[src/rtl/fir_mac_sequencer.sv]
`default_nettype none
// ============================================================================
// Module   : fir_mac_sequencer
// Brief    : Time-multiplexed 9-tap FIR, one shared MAC step per cycle.
//            Define FIR_MAC_SAT_EN to saturate the scaled output instead of wrapping.
// Revision : 1.0 - initial release
// ============================================================================
module fir_mac_sequencer #(
  parameter int NTAPS  = 9,
  parameter int DATA_W = 16,
  parameter int COEF_W = 16,
  parameter int ACC_W  = 40,
  parameter int SHIFT  = 4,
  parameter logic signed [COEF_W-1:0] H [NTAPS] = '{
    16'sd90, -16'sd40, -16'sd10, 16'sd10, 16'sd10,
    16'sd10, -16'sd10, -16'sd40, 16'sd90}
) (
  input  logic              clk,
  input  logic              rst,
  input  logic              clear,
  input  logic              in_valid,
  output logic              in_ready,
  input  logic [DATA_W-1:0] x,
  output logic              out_valid,
  input  logic              out_ready,
  output logic [DATA_W-1:0] y,
  output logic              busy
);

  localparam int PTR_W  = $clog2(NTAPS);
  localparam int PROD_W = DATA_W + COEF_W;
  localparam logic [PTR_W-1:0] LAST    = PTR_W'(NTAPS - 1);
  localparam logic [PTR_W-1:0] PTR_ONE = PTR_W'(1);
  localparam logic [PTR_W-1:0] PTR_MOD = PTR_W'(NTAPS);
  localparam logic [ACC_W-1:0] BIAS    = (ACC_W'(1) << SHIFT) - ACC_W'(1);

  typedef enum logic [1:0] {
    S_IDLE = 2'd0,
    S_MAC  = 2'd1,
    S_OUT  = 2'd2
  } state_t;

  state_t                    state_q, state_d;
  logic [PTR_W-1:0]          wr_ptr_q, wr_ptr_d;
  logic [PTR_W-1:0]          newest_q, newest_d;
  logic [PTR_W-1:0]          tap_idx_q, tap_idx_d;
  logic signed [ACC_W-1:0]   acc_q, acc_d;
  logic [DATA_W-1:0]         y_q, y_d;
  logic [DATA_W-1:0]         hist_q [NTAPS];
  logic                      hist_we;
  logic                      hist_clr;

  logic [PTR_W-1:0]          rd_idx;
  logic signed [PROD_W-1:0]  prod;
  logic signed [ACC_W-1:0]   acc_sum;
  logic signed [ACC_W-1:0]   biased;
  logic signed [ACC_W-1:0]   quot;
  logic [DATA_W-1:0]         y_scaled;

  // newest + NTAPS - tap stays below NTAPS, so PTR_W-bit modular math is exact.
  always_comb begin
    if (newest_q >= tap_idx_q) rd_idx = newest_q - tap_idx_q;
    else                       rd_idx = newest_q + PTR_MOD - tap_idx_q;
  end

  assign prod    = H[tap_idx_q] * $signed(hist_q[rd_idx]);
  assign acc_sum = acc_q + {{(ACC_W-PROD_W){prod[PROD_W-1]}}, prod};

  // Bias negative values before the arithmetic shift to truncate toward zero.
  assign biased = acc_sum + (acc_sum[ACC_W-1] ? $signed(BIAS) : '0);
  assign quot   = biased >>> SHIFT;

`ifdef FIR_MAC_SAT_EN
  localparam logic signed [ACC_W-1:0] Y_MAX =
    $signed({{(ACC_W-DATA_W+1){1'b0}}, {(DATA_W-1){1'b1}}});
  localparam logic signed [ACC_W-1:0] Y_MIN =
    $signed({{(ACC_W-DATA_W+1){1'b1}}, {(DATA_W-1){1'b0}}});

  always_comb begin
    y_scaled = quot[DATA_W-1:0];
    if (quot > Y_MAX)      y_scaled = Y_MAX[DATA_W-1:0];
    else if (quot < Y_MIN) y_scaled = Y_MIN[DATA_W-1:0];
  end
`else
  logic unused_quot_hi;
  assign unused_quot_hi = ^quot[ACC_W-1:DATA_W];
  assign y_scaled       = quot[DATA_W-1:0];
`endif

  always_comb begin
    state_d   = state_q;
    wr_ptr_d  = wr_ptr_q;
    newest_d  = newest_q;
    tap_idx_d = tap_idx_q;
    acc_d     = acc_q;
    y_d       = y_q;
    hist_we   = 1'b0;
    hist_clr  = 1'b0;
    if (clear) begin
      state_d   = S_IDLE;
      wr_ptr_d  = '0;
      newest_d  = '0;
      tap_idx_d = '0;
      acc_d     = '0;
      hist_clr  = 1'b1;
    end else begin
      case (state_q)
        S_IDLE: begin
          if (in_valid) begin
            hist_we   = 1'b1;
            newest_d  = wr_ptr_q;
            wr_ptr_d  = (wr_ptr_q == LAST) ? '0 : wr_ptr_q + PTR_ONE;
            acc_d     = '0;
            tap_idx_d = '0;
            state_d   = S_MAC;
          end
        end
        S_MAC: begin
          acc_d     = acc_sum;
          tap_idx_d = tap_idx_q + PTR_ONE;
          if (tap_idx_q == LAST) begin
            tap_idx_d = '0;
            y_d       = y_scaled;
            state_d   = S_OUT;
          end
        end
        S_OUT: begin
          if (out_ready) state_d = S_IDLE;
        end
        default: state_d = S_IDLE;
      endcase
    end
  end

  always_ff @(posedge clk) begin
    if (rst) begin
      state_q   <= S_IDLE;
      wr_ptr_q  <= '0;
      newest_q  <= '0;
      tap_idx_q <= '0;
      acc_q     <= '0;
      y_q       <= '0;
    end else begin
      state_q   <= state_d;
      wr_ptr_q  <= wr_ptr_d;
      newest_q  <= newest_d;
      tap_idx_q <= tap_idx_d;
      acc_q     <= acc_d;
      y_q       <= y_d;
    end
  end

  always_ff @(posedge clk) begin
    if (rst || hist_clr) begin
      for (int i = 0; i < NTAPS; i++) hist_q[i] <= '0;
    end else if (hist_we) begin
      hist_q[wr_ptr_q] <= x;
    end
  end

  assign in_ready  = (state_q == S_IDLE);
  assign out_valid = (state_q == S_OUT);
  assign busy      = (state_q != S_IDLE);
  assign y         = y_q;

endmodule
`default_nettype wire
[config.mk]
export PLATFORM = sky130hd
export DESIGN_NAME = fir_mac_sequencer
export DESIGN_NICKNAME = d
export VERILOG_FILES = /design/src/rtl/fir_mac_sequencer.sv
export SDC_FILE = /design/constraint.sdc
export NUM_CORES = 1
export LEC_CHECK = 0
export ABC_AREA = 1
export CAP_MARGIN = 15
export CORE_ASPECT_RATIO = 0.9
export CORE_MARGIN = 3
export CORE_UTILIZATION = 55
export CTS_CLUSTER_SIZE = 28
export DETAILED_ROUTE_END_ITERATION = 10
export PLACE_DENSITY = 0.72
export SLEW_MARGIN = 20
export SYNTH_ARGS = -nofsm -noshare
export SYNTH_HDL_FRONTEND = slang
export SYNTH_SLANG_ARGS = --single-unit
[constraint.sdc]
create_clock -name clk -period 32 [get_ports clk]
set_input_delay 3.2 -clock clk [delete_from_list [all_inputs] [get_ports clk]]
set_output_delay 3.2 -clock clk [all_outputs]
set_load 0.1 [all_outputs]
# Word-level counts from Yosys, hierarchy flattened
# Memory sizes are Yosys's and may differ from the RTL's.
# Index checks and enable logic that the tools add are counted.
# Widths: inputs -> output; s select.
op_classes:
  n_bitwise: 2
  n_eq_ne: 7
  n_reduce_logical: 10
  n_mux: 26
  n_lt_le_gt_ge: 2
  multipliers: 1
  add_sub_neg: 7
op_table:
  columns: ["cell", "n"]
  rows:
  - ["$pmux 40 s2", 1]
  - ["$mux 16", 3]
  - ["$add 40x40->40", 1]
  - ["$mux 40", 1]
  - ["$mul 16x16->32", 1]
  - ["$mux 4", 6]
  - ["$add 20x4->20", 1]
  - ["$reduce_or 16->1", 1]
  - ["$mux 1", 10]
  - ["$add 4x1->4 const B", 2]
  - ["$eq 4x4->1 const B", 2]
  - ["$pmux 4 s2", 1]
  - ["$sub 4x4->4", 2]
  - ["$mux 2", 3]
  - ["$pmux 2 s3", 1]
  - ["$reduce_and 3->1", 2]
  - ["$ge 5x5->1 const B", 1]
  - ["$not 4->5", 1]
  - ["$add 4x4->4 const B", 1]
  - ["$ge 4x4->1", 1]
  - ["$ne 2x2->1 const B", 2]
  - ["$reduce_and 2->1", 2]
  - ["$reduce_bool 2->1", 2]
  - ["$eq 2x1->1 const B", 1]
  - ["other kinds (6)", 6]
totals:
  memories: 2
  ff_bits: 70
  mem_bits_ro: 256
  input_bits: 21
  ram_bits: 144
memory_table:
  columns: ["name", "depth", "word_bits", "read_ports", "rd_clocked_by_memory_dff", "write_ports", "line_no", "text"]
  rows:
  - ["(name not given)", 16, 16, 1, 0, 0, "66", "assign prod = H[tap_idx_q] * $signed(hist_q[rd_idx]);"]
  - ["hist_q", 9, 16, 1, 0, 9, "49", "logic [DATA_W-1:0] hist_q [NTAPS];"]

# Depth between registers and ports, before layout
# Gate-level depths: netlist of run 1.
logic_depth:
  ltp_word: 8
  depth_mapped: 63

# Least setup slack after synthesis of run 1
# No wires, ideal clock.
synth_path:
  kind: "reg-to-reg"
  startpoint: "reg newest_q[1]"
  endpoint: "reg y_q[13], in the netlist y[13]"
  stages_incl_launch_ff: 57
  setup_ps: 109
  path_slack_ps: 21883
  t_required_ps: 31891
  synth_period_minus_slack_ps: 10117
  t_arrival_ps: 10008
  path_cell_list: "dfxtp_1 inv_1 ha_1 inv_1 ha_1 inv_1 fa_1 xor2_1 inv_1 o21ai_1 inv_1 clkbuf_1 nand3_1 nand2_1 nor2_1 inv_1 fa_1 inv_1 (+21 left out) nand2_1 o21ai_0 nand2_1 a21oi_1 nor2_1 nand2_1 nand3_1 and2_1 ha_1 nand2_1 nor2_1 nand4_2 nand2_4 nand3_1 nand2_1 nand3_1 nand2_1 inv_1"
synth_via:
  elab_chain_cells: 8
  elab_cells_between_ends: 10
  cone_classes: "add/sub (5); mul (1); order compare (1); mux (2); memory (1)"
synth_rtl:
  columns: ["element", "line_no", "text"]
  rows:
  - ["start, declared", "45", "logic [PTR_W-1:0] newest_q, newest_d;"]
  - ["start signal, assigned", "146", "newest_q <= newest_d;"]
  - ["$add 4x4->4", "63", "else rd_idx = newest_q + PTR_MOD - tap_idx_q;"]
  - ["$sub 4x4->4", "63", null]
  - ["$mux 4 (*)", "62", "if (newest_q >= tap_idx_q) rd_idx = newest_q - tap_idx_q;"]
  - ["$mem_v2 9x16 (*)", null, null]
  - ["$mul 16x16->32 (*)", "66", null]
  - ["$add 40x40->40 (*)", "67", "assign acc_sum = acc_q + {{(ACC_W-PROD_W){prod[PROD_W-1]}}, prod};"]
  - ["$mux 4", "70", "assign biased = acc_sum + (acc_sum[ACC_W-1] ? $signed(BIAS) : '0);"]
  - ["$add 20x4->20 (*)", "70", null]
  - ["end signal, assigned", "149", "y_q <= y_d;"]
  - ["end, declared", "48", "logic [DATA_W-1:0] y_q, y_d;"]
# Mark *: on every way between the ends. The rest lies on a longest branch, timed or not.
# A chain may end at the register's enable or synchronous reset.

# Worst setup path after layout of run 1
layout_path:
  startpoint: "reg tap_idx_q[0]"
  endpoint: "reg y_q[13], in the netlist y[13]"
layout_via:
  elab_chain_cells: 8
  elab_cells_between_ends: 15
  cone_classes: "add/sub (4); mul (1); order compare (1); eq/ne (1); mux (4); bitwise (1); reduce/logical (1); memory (2)"
layout_rtl:
  columns: ["element", "line_no", "text"]
  rows:
  - ["start, declared", "46", "logic [PTR_W-1:0] tap_idx_q, tap_idx_d;"]
  - ["start signal, assigned", "147", "tap_idx_q <= tap_idx_d;"]
  - ["branches (longest 8 deep; another with $add 40x40->40)", null, null]
# Parallel ways; which one is timed is not known. The select of a mux whose other input is x is not followed.

==> summary.md, run 1 <==
| Metric | Value |
|---|---|
| Wire length per cell | 18.51 µm |
| Iter 0 DRT Violations | 1830 |
| Area grow syn2layout | 8.921% |
| Crit path from | tap_idx_q[0] |
| Via count | 18235 |
| Top-area cell type share of the netlist area | 33.69% |
| CP dominant cell by count | nand2_1 |
| Post-Synthesis Cell Area | 22820 µm² |
| Clk sinks | 325 |
| DRT Pass-1 Iters | 6 |
| H-tree Lvls | 2 |
| Final setup vio count | 0 |
| Tcrit/Tclk final | 40.92% |
| Pin count of the biggest net entering global routing | 86 |
| Worst Setup Start Kind | register |
| Slowest stage cell, crit path | buf_4 |
| I/O Buffers | 39 |
| Hold WC Path Type | register to register |
| Core Area | 40810 µm² |
| Post-CTS sizing | 0 |
| Die area | 43970 µm² |
| Fillcell total | 3539 |
| Post-synthesis sequential area ratio | 39.74% |
| Total Nets Final | 2997 |
| Total track usage | 28.24% |
| DPL Wire Length | 41.93 mm |
| Max-slew headroom at the worst pin | 24.63% |
| Initial antenna violation count | 0 |
| Vias/cell | 5.604 |
| Worst slew pin tran | 1.127 ns |
| Crit path capture type | register |
| Final GP Congestion | 0.9128 |
| GRT met1 Usage | 42.17% |
| Initial core utilization | 55.91% |
| Post-DRT Antenna Nets | 0 |
| Mean Syn Cell Area | 8.518 µm² |
| Post-synth EDFFs | 256 |
| R2r endpoint | y[13] |
| Synth Warn # | 0 |
| Largest cells by area after synthesis | edfxtp_1, fa_1, nand2_1 |
| Hold Path Stages | 2 |
| Crit-path max FO | 85 |
| Vias in the first global route | 18184 |
| Leading area contributor after synthesis | edfxtp_1 |
| DR DRC count | 0 |
| Crit Reg-Reg Startpoint | tap_idx_q[0] |
| Post-layout minimum cycle time | 13.09 ns |
| Site row count | 70 |
| Critical Path RT | 32.44 ns |
| Max-slew violation count | 0 |
| Global-route wire length before repair | 97.23 mm |
| Die Height | 199.2 µm |
| Hold Violations, Final | 0 |
| Die span in x | 220.7 µm |
| Synthesized flop and latch total | 325 |
| # Post-CTS Setup Buffers | 0 |
| Distinct cells, synth | 52 |
| Clk root buf | clkbuf_16 |
| Unrepaired setup endpoints after global routing | no |
| WS Path Type | register to register |
| Critical path arrival | 13.53 ns |
| Clock slew at reported path FFs | 0.05 ns |
| TNS Setup | 0 ns |
| Status | complete, no violations |
| GR peak layer | met2 |
| CTS Buf Count | 36 |
| Worst r2r path cells | 55 |
| Max Cap Violations | 0 |
| CTS max path bufs | 3 |
| Clock Skew | 0.02209 ns |
| Ys async rst share | 0% |
| Max frequency | 0.07637 GHz |
| Layout cells sized above 1 | 4.385% |
| Syn nets | 2980 |
| Routing usage on met2 | 42.88% |
| Worst-Skew Late Latency | 0.56 ns |
| Total grt overflow | 0 |
| ANT cells | 0 |
| Post-Synthesis Cells | 2679 |
| Top_reg_cell synth | edfxtp_1 |
| Grt met3 use | 5.291% |
| Clock tree from TritonCTS | done |
| Max stage delay on crit path | 0.83 ns |
| Top-Level Pins | 40 |
| Critical Path End | y[13] |
| Routed WL | 60.22 mm |
| R2R Setup Slk | 18.91 ns |
| Hold_buf cts | 0 |
metal layers:
metal | part of all wire [%] | vias up
li1 | - | 8640
met1 | 45 | 8732
met2 | 44 | 757
met3 | 8.8 | 106
met4 | 2.1 | 0
met5 | 0 | -
state kept, by name, summed over array words and instances (netlist names):
signal,flops
acc_q,39
hist_q,256
newest_q,4
state_q,2
tap_idx_q,4
wr_ptr_q,4
y,16
metrics by stage:
stage | area (µm²) | std cells | setup WS, ns | hold WS, ns | utilization, %
final | 24860 | 3254 | 18.91 | 0.4698 | 60.90
after global routing | 24860 | 3254 | 18.08 | 0.4854 | 60.90
after CTS | 24850 | 3254 | 19.10 | 0.4678 | 60.89
after detailed placement | 23710 | 3198 | 19.17 | 0.4591 | 58.09
after global placement | 23710 | 3198 | 19.29 | 0.4522 | 58.09
after floorplan | 22820 | 2679 | 21.88 | 0.4452 | -
critical path: cells and delay by family (launching register included):
kind                     cells  cell delay (ns)
AO/OA/AOI/OAI                9             2.23
XOR/XNOR                     1             0.48
adder cells (fa/ha/maj)     11             4.75
buffers and inverters       11             2.03
flip-flops                   1             0.42
AND/OR/NAND/NOR             23             2.96
layout make-up:
type | instances | area (µm²) | share of cell area (%)
clock buffers | 45 | 975.9 | 3.927
inverters | 405 | 1521 | 6.121
clock inverters | 11 | 163.9 | 0.6595
repair buffers | 64 | 578.1 | 2.326
multi-input cells | 1864 | 11870 | 47.76
well taps | 540 | 675.6 | 2.718
flip-flops and latches | 325 | 9069 | 36.49
cells by family after synthesis:
family	synth area share [%]
simple gates	23.93
buf+inv	8.422
flops	39.74
fa+ha+maj	20.45
compound gates	5.697
xor+xnor	1.705
mux	0.04934
how the worst min path moves through the flow:
stage               from   endpoint  slack [ns]
6_report        acc_q[3]   acc_q[3]        0.47
5_1_grt        acc_q[20]  acc_q[20]        0.49
4_1_cts         acc_q[1]   acc_q[1]        0.47
3_5_place_dp    acc_q[1]   acc_q[1]        0.46
3_3_place_gp    acc_q[1]   acc_q[1]        0.45
2_1_floorplan   acc_q[3]   acc_q[3]        0.45
synthesized netlist by cell type (33+ instances only):
| master | instances |
|---|---|
| a21oi_1 | 140 |
| ha_1 | 125 |
| o21ai_0 | 54 |
| nor2_1 | 337 |
| buf_2 | 33 |
| inv_1 | 387 |
| fa_1 | 155 |
| edfxtp_1 | 256 |
| dfxtp_1 | 69 |
| nand2_1 | 609 |
| nand3_1 | 294 |
| clkbuf_1 | 39 |
placed cells by master, fill, tap and decap left out, types with 14 or more instances in the layout:
cell	synthesis	routed
a21oi_1	140	140
buf_4	9	25
clkbuf_16	0	37
clkdlybuf4s50_1	0	39
clkinv_1	16	20
dfxtp_1	69	69
edfxtp_1	256	256
fa_1	155	155
ha_1	125	125
inv_1	387	386
nand2_1	609	608
nand3_1	294	293
nand4_1	14	14
nor2_1	337	335
o21ai_0	54	54
xnor2_1	16	16
xor2_1	21	21
Power of run 1 is not shown: default switching activity piles up to over one toggle a cycle in this logic, so the estimate is an artifact.
==> run 2: changes to the inputs <==
- PLACE_DENSITY: 0.72 -> 0.74
- clock period: 32 -> 12 ns (I/O delays scaled with it)
==> run 2 against run 1 <==
Die area did not move. Utilization rose by 0.85 points. Clock-buffer cell count decreased by 3. Critical endpoint is now y[6].
==> summary.md, run 2 (synthesis results as in run 1) <==
| Metric | Value |
|---|---|
| Status | complete, no violations |
| Crit-path max FO | 33 |
| Worst r2r path cells | 55 |
| Global-route wire length before repair | 95.41 mm |
| Hold Violations, Final | 0 |
| Vias in the first global route | 18609 |
| Placed cells | 3203 |
| Max stage delay on crit path | 0.67 ns |
| Commonest non-fill, non-tap cell in the layout | nand2_1 |
| Worst-Skew Late Latency | 0.56 ns |
| DPL Wire Length | 41.70 mm |
| Crit Reg-Reg Startpoint | tap_idx_q[1] |
| Hold EP | acc_q[22] |
| Top-Level Pins | 40 |
| Placement Setup Slack | 0.4325 ns |
| Post-layout minimum cycle time | 11.24 ns |
| DR DRC count | 0 |
| I/O Buffers | 39 |
| Pin count of the biggest net entering global routing | 66 |
| Hold Path Stages | 2 |
| Clock slew at reported path FFs | 0.06 ns |
| Vias/cell | 5.602 |
| Hold WC Path Type | register to register |
| Max FFs per register | 256 |
| Routed WL | 59.41 mm |
| Critical path arrival | 11.69 ns |
| Area grow syn2layout | 10.45% |
| Iter 0 DRT Violations | 1785 |
| Worst Setup Start Kind | register |
| R2R Setup Slk | 0.76 ns |
| Max frequency | 0.08896 GHz |
| R2r endpoint | y[6] |
| Max-slew headroom at the worst pin | 22.82% |
| Largest Register | hist_q |
| Max Cap Violations | 0 |
| WS Path Type | register to register |
| Clock Skew | 0.01442 ns |
| Final WS setup | 0.7592 ns |
| Initial core utilization | 55.91% |
| CTS max path bufs | 3 |
| Max-slew violation count | 0 |
| Clk root buf | clkbuf_16 |
| Core Area | 40810 µm² |
| HP Start | acc_q[22] |
| Initial antenna violation count | 0 |
| Clk sinks | 325 |
| CP dominant cell by count | nand2_1 |
| Final setup vio count | 0 |
| Clock tree from TritonCTS | done |
| DRT Pass-1 Iters | 9 |
| Most frequent cells in the layout | nand2_1, inv_1, nor2_1, nand3_1, edfxtp_1 |
| Die span in x | 220.7 µm |
| Layout cells sized above 1 | 6.140% |
| Wire length per cell | 18.14 µm |
| Finished Core Util | 61.75% |
| Hold_buf cts | 0 |
| Hold slack final | 0.4712 ns |
| ANT cells | 0 |
| Site row count | 70 |
| Worst slew pin tran | 1.155 ns |
| CTS Buf Count | 37 |
| Via count | 18353 |
| Post-DRT Antenna Nets | 0 |
| Total Nets Final | 3009 |
| Slowest stage cell, crit path | fa_2 |
| Die area | 43970 µm² |
| Die Height | 199.2 µm |
| Total track usage | 27.59% |
| Final Instance Count excl. Fillers | 3276 |
| Total grt overflow | 0 |
| H-tree Lvls | 2 |
| Tcrit/Tclk final | 93.67% |
| Critical Path RT | 12.45 ns |
| Final GP Congestion | 0.9157 |
| Crit path capture type | register |
## run 2: worst max-delay path by stage
stage,start,end
2_1_floorplan,newest_q[1],y[13]
4_1_cts,tap_idx_q[0],y[4]
6_report,tap_idx_q[1],y[6]
3_5_place_dp,tap_idx_q[0],y[4]
5_1_grt,tap_idx_q[1],y[13]
3_3_place_gp,newest_q[1],y[4]
## run 2: layer usage
layer,vias up,global-route usage [%],wire [µm]
li1,8694,-,-
met1,8775,39.54,25890
met2,767,43.88,27100
met3,117,4.303,5000
met4,0,8.126,1421
met5,-,0,0
## run 2: per-stage QoR
stage                     setup TNS [ns]  area [µm²]
final                                  0       25200
after global routing            -0.05044       25200
after CTS                              0       24940
after detailed placement               0       23790
after global placement                 0       23790
after floorplan                        0       22820
## run 2: repair_timing
| action | 4_1_cts | 5_1_grt |
|---|---|---|
| setup buffers | 0 | 4 |
| endpoints found under the setup margin | 0 | 16 |
| resized for setup | 0 | 41 |
## run 2: cell type report
cell class              instances  area (µm²)
fillers                      3504       15610
multi-input cells            1864       12000
flip-flops and latches        325        9070
inverters                     405        1535
clock buffers                  42       975.9
repair buffers                 75       768.2
well taps                     540       675.6
clock inverters                25       181.4
## run 2: worst max-delay path: cells and delay by family (launching register included)
kind | cells | cell delay [ns]
adder cells (fa/ha/maj) | 10 | 4.75
AND/OR/NAND/NOR | 26 | 3.30
AO/OA/AOI/OAI | 7 | 1.34
buffers and inverters | 12 | 1.29
flip-flops | 1 | 0.41
Power of run 2 is left out for the same reason.
==> run 3: changes to the inputs <==
- PLACE_DENSITY: 0.74 -> 0.71
==> run 3 against run 2 <==
Clock skew rose by 0.0037 ns. Via count grew 0.19%. Register-to-register slack about the same. Utilization up 0.22 points. Fmax about the same. Design area up 0.35%. Flip-flop and latch count unchanged. Die area unchanged. Global-route usage up 0.081 points. Worst setup slack improved by 0.00086 ns. Sequential share of layout area fell by 0.13 points. Critical path type unchanged. Critical endpoint is now y[13]. Largest cell class unchanged.
==> summary.md, run 3 (synthesis results as in run 1) <==
| Metric | Value |
|---|---|
| Fillcell total | 3516 |
| Via count | 18387 |
| Max frequency | 0.08897 GHz |
| Vias/cell | 5.613 |
| Clock slew at reported path FFs | 0.06 ns |
| Final setup vio count | 0 |
| Die area | 43970 µm² |
| H-tree Lvls | 2 |
| Routed WL | 59.79 mm |
| Max stage delay on crit path | 0.63 ns |
| Worst-Skew Late Latency | 0.56 ns |
| Layout cells sized above 1 | 5.958% |
| Max-slew violation count | 0 |
| Site row count | 70 |
| Tcrit/Tclk final | 93.67% |
| Total grt overflow | 0 |
| Commonest non-fill, non-tap cell in the layout | nand2_1 |
| Post-DRT Antenna Nets | 0 |
| Hold Violations, Final | 0 |
| Die span in x | 220.7 µm |
| Pin count of the biggest net entering global routing | 86 |
| Footprint of the multi-input gates | 12000 µm² |
| Clock tree from TritonCTS | done |
| Slowest stage cell, crit path | fa_1 |
| Critical path buffers and inverters | 13 |
| Clk root buf | clkbuf_16 |
| Worst slew pin tran | 1.116 ns |
| Core Area | 40810 µm² |
| Finished Core Util | 61.97% |
| Critical Path RT | 12.45 ns |
| CTS max path bufs | 3 |
| Largest Register | hist_q |
| CP dominant cell by count | nand2_1 |
| Most frequent cells in the layout | nand2_1, inv_1, nor2_1, nand3_1, edfxtp_1 |
| Register area | 9069 µm² |
| Initial antenna violation count | 0 |
| Worst Setup Start Kind | register |
| Initial core utilization | 55.91% |
| Post-layout minimum cycle time | 11.24 ns |
| Top-Level Pins | 40 |
| Max FFs per register | 256 |
| Total track usage | 27.67% |
| Clock Skew | 0.01812 ns |
| Status | complete, no violations |
| Crit path capture type | register |
| CP delay by family, top | adder cells |
| Crit-path max FO | 30 |
| Total Nets Final | 3010 |
| Critical path arrival | 11.69 ns |
| ANT cells | 0 |
| Hold WC Path Type | register to register |
| Area grow syn2layout | 10.83% |
| Wire length per cell | 18.25 µm |
| Clk sinks | 325 |
| Iter 0 DRT Violations | 1907 |
| I/O Buffers | 39 |
| Global-route wire length before repair | 95.35 mm |
| DR DRC count | 0 |
| WS Path Type | register to register |
| DPL Wire Length | 41.93 mm |
| Die Height | 199.2 µm |
| CTS Buf Count | 36 |
| Final GP Congestion | 0.9421 |
| Max-slew headroom at the worst pin | 25.36% |
| Max Cap Violations | 0 |
| Vias in the first global route | 18268 |
| DRT Pass-1 Iters | 6 |
[run 3: cell types whose count changed in the layout (fill, tap and decap cells not counted), moves of 3 or more]
cell,change
bufinv_16,+4
clkinv_2,-6
inv_1,+3
clkbuf_1,+5
[run 3: through the flow]
| stage | setup WS, ns | cell area, µm² | hold slack (ns) | instances | setup TNS (ns) |
|---|---|---|---|---|---|
| 2_1_floorplan | 1.883 | 22820 | 0.4452 | 2679 | 0 |
| 3_5_place_dp | 0.3251 | 23850 | 0.4594 | 3208 | 0 |
| 6_report | 0.7600 | 25290 | 0.4706 | 3276 | 0 |
| 3_3_place_gp | 0.5767 | 23850 | 0.4547 | 3208 | 0 |
| 5_1_grt | -0.08085 | 25290 | 0.4893 | 3276 | -0.2664 |
| 4_1_cts | 0.3371 | 25050 | 0.4691 | 3273 | 0 |
[run 3: cell type report]
type | instances | share of cell area (%)
Multi-Input combinational cell | 1864 | 47.46
Sequential cell | 325 | 35.86
Inverter | 405 | 6.075
Clock buffer | 45 | 3.780
Timing Repair Buffer | 77 | 3.196
Tap cell | 540 | 2.671
Clock inverter | 20 | 0.9597
[run 3: path summary, 6_finish.rpt]
path,start,end,slack (ns),depth (start not counted)
worst max-delay path,tap_idx_q[0],y[13],0.76,58
worst min-delay path,acc_q[26],acc_q[26],0.47,2
worst max register to register,tap_idx_q[0],y[13],0.76,58
worst min register to register,acc_q[26],acc_q[26],0.47,2
[run 3: what timing repair did]
| action | 4_1_cts | 5_1_grt |
|---|---|---|
| buffers inserted | 0 | 1 |
| gates resized for setup | 0 | 38 |
| hold buffers | 0 | 0 |
| endpoints found under the setup margin | 0 | 16 |
[run 3: per-layer routing]
metal  wire length (µm)  track usage [%]  up-vias
met3               5374            5.854      113
met1              26210            39.54     8838
met2              26780            43.02      746
met4               1430            8.079        0
met5                  0                0        -
li1                   -                -     8690
[run 3: tightest hold or removal path, stage by stage (launching register included)]
cell	delay, ns
dfxtp_1	0.31
nand2_1	0.06
a21oi_1	0.06
Power of run 3 is left out for the same reason.
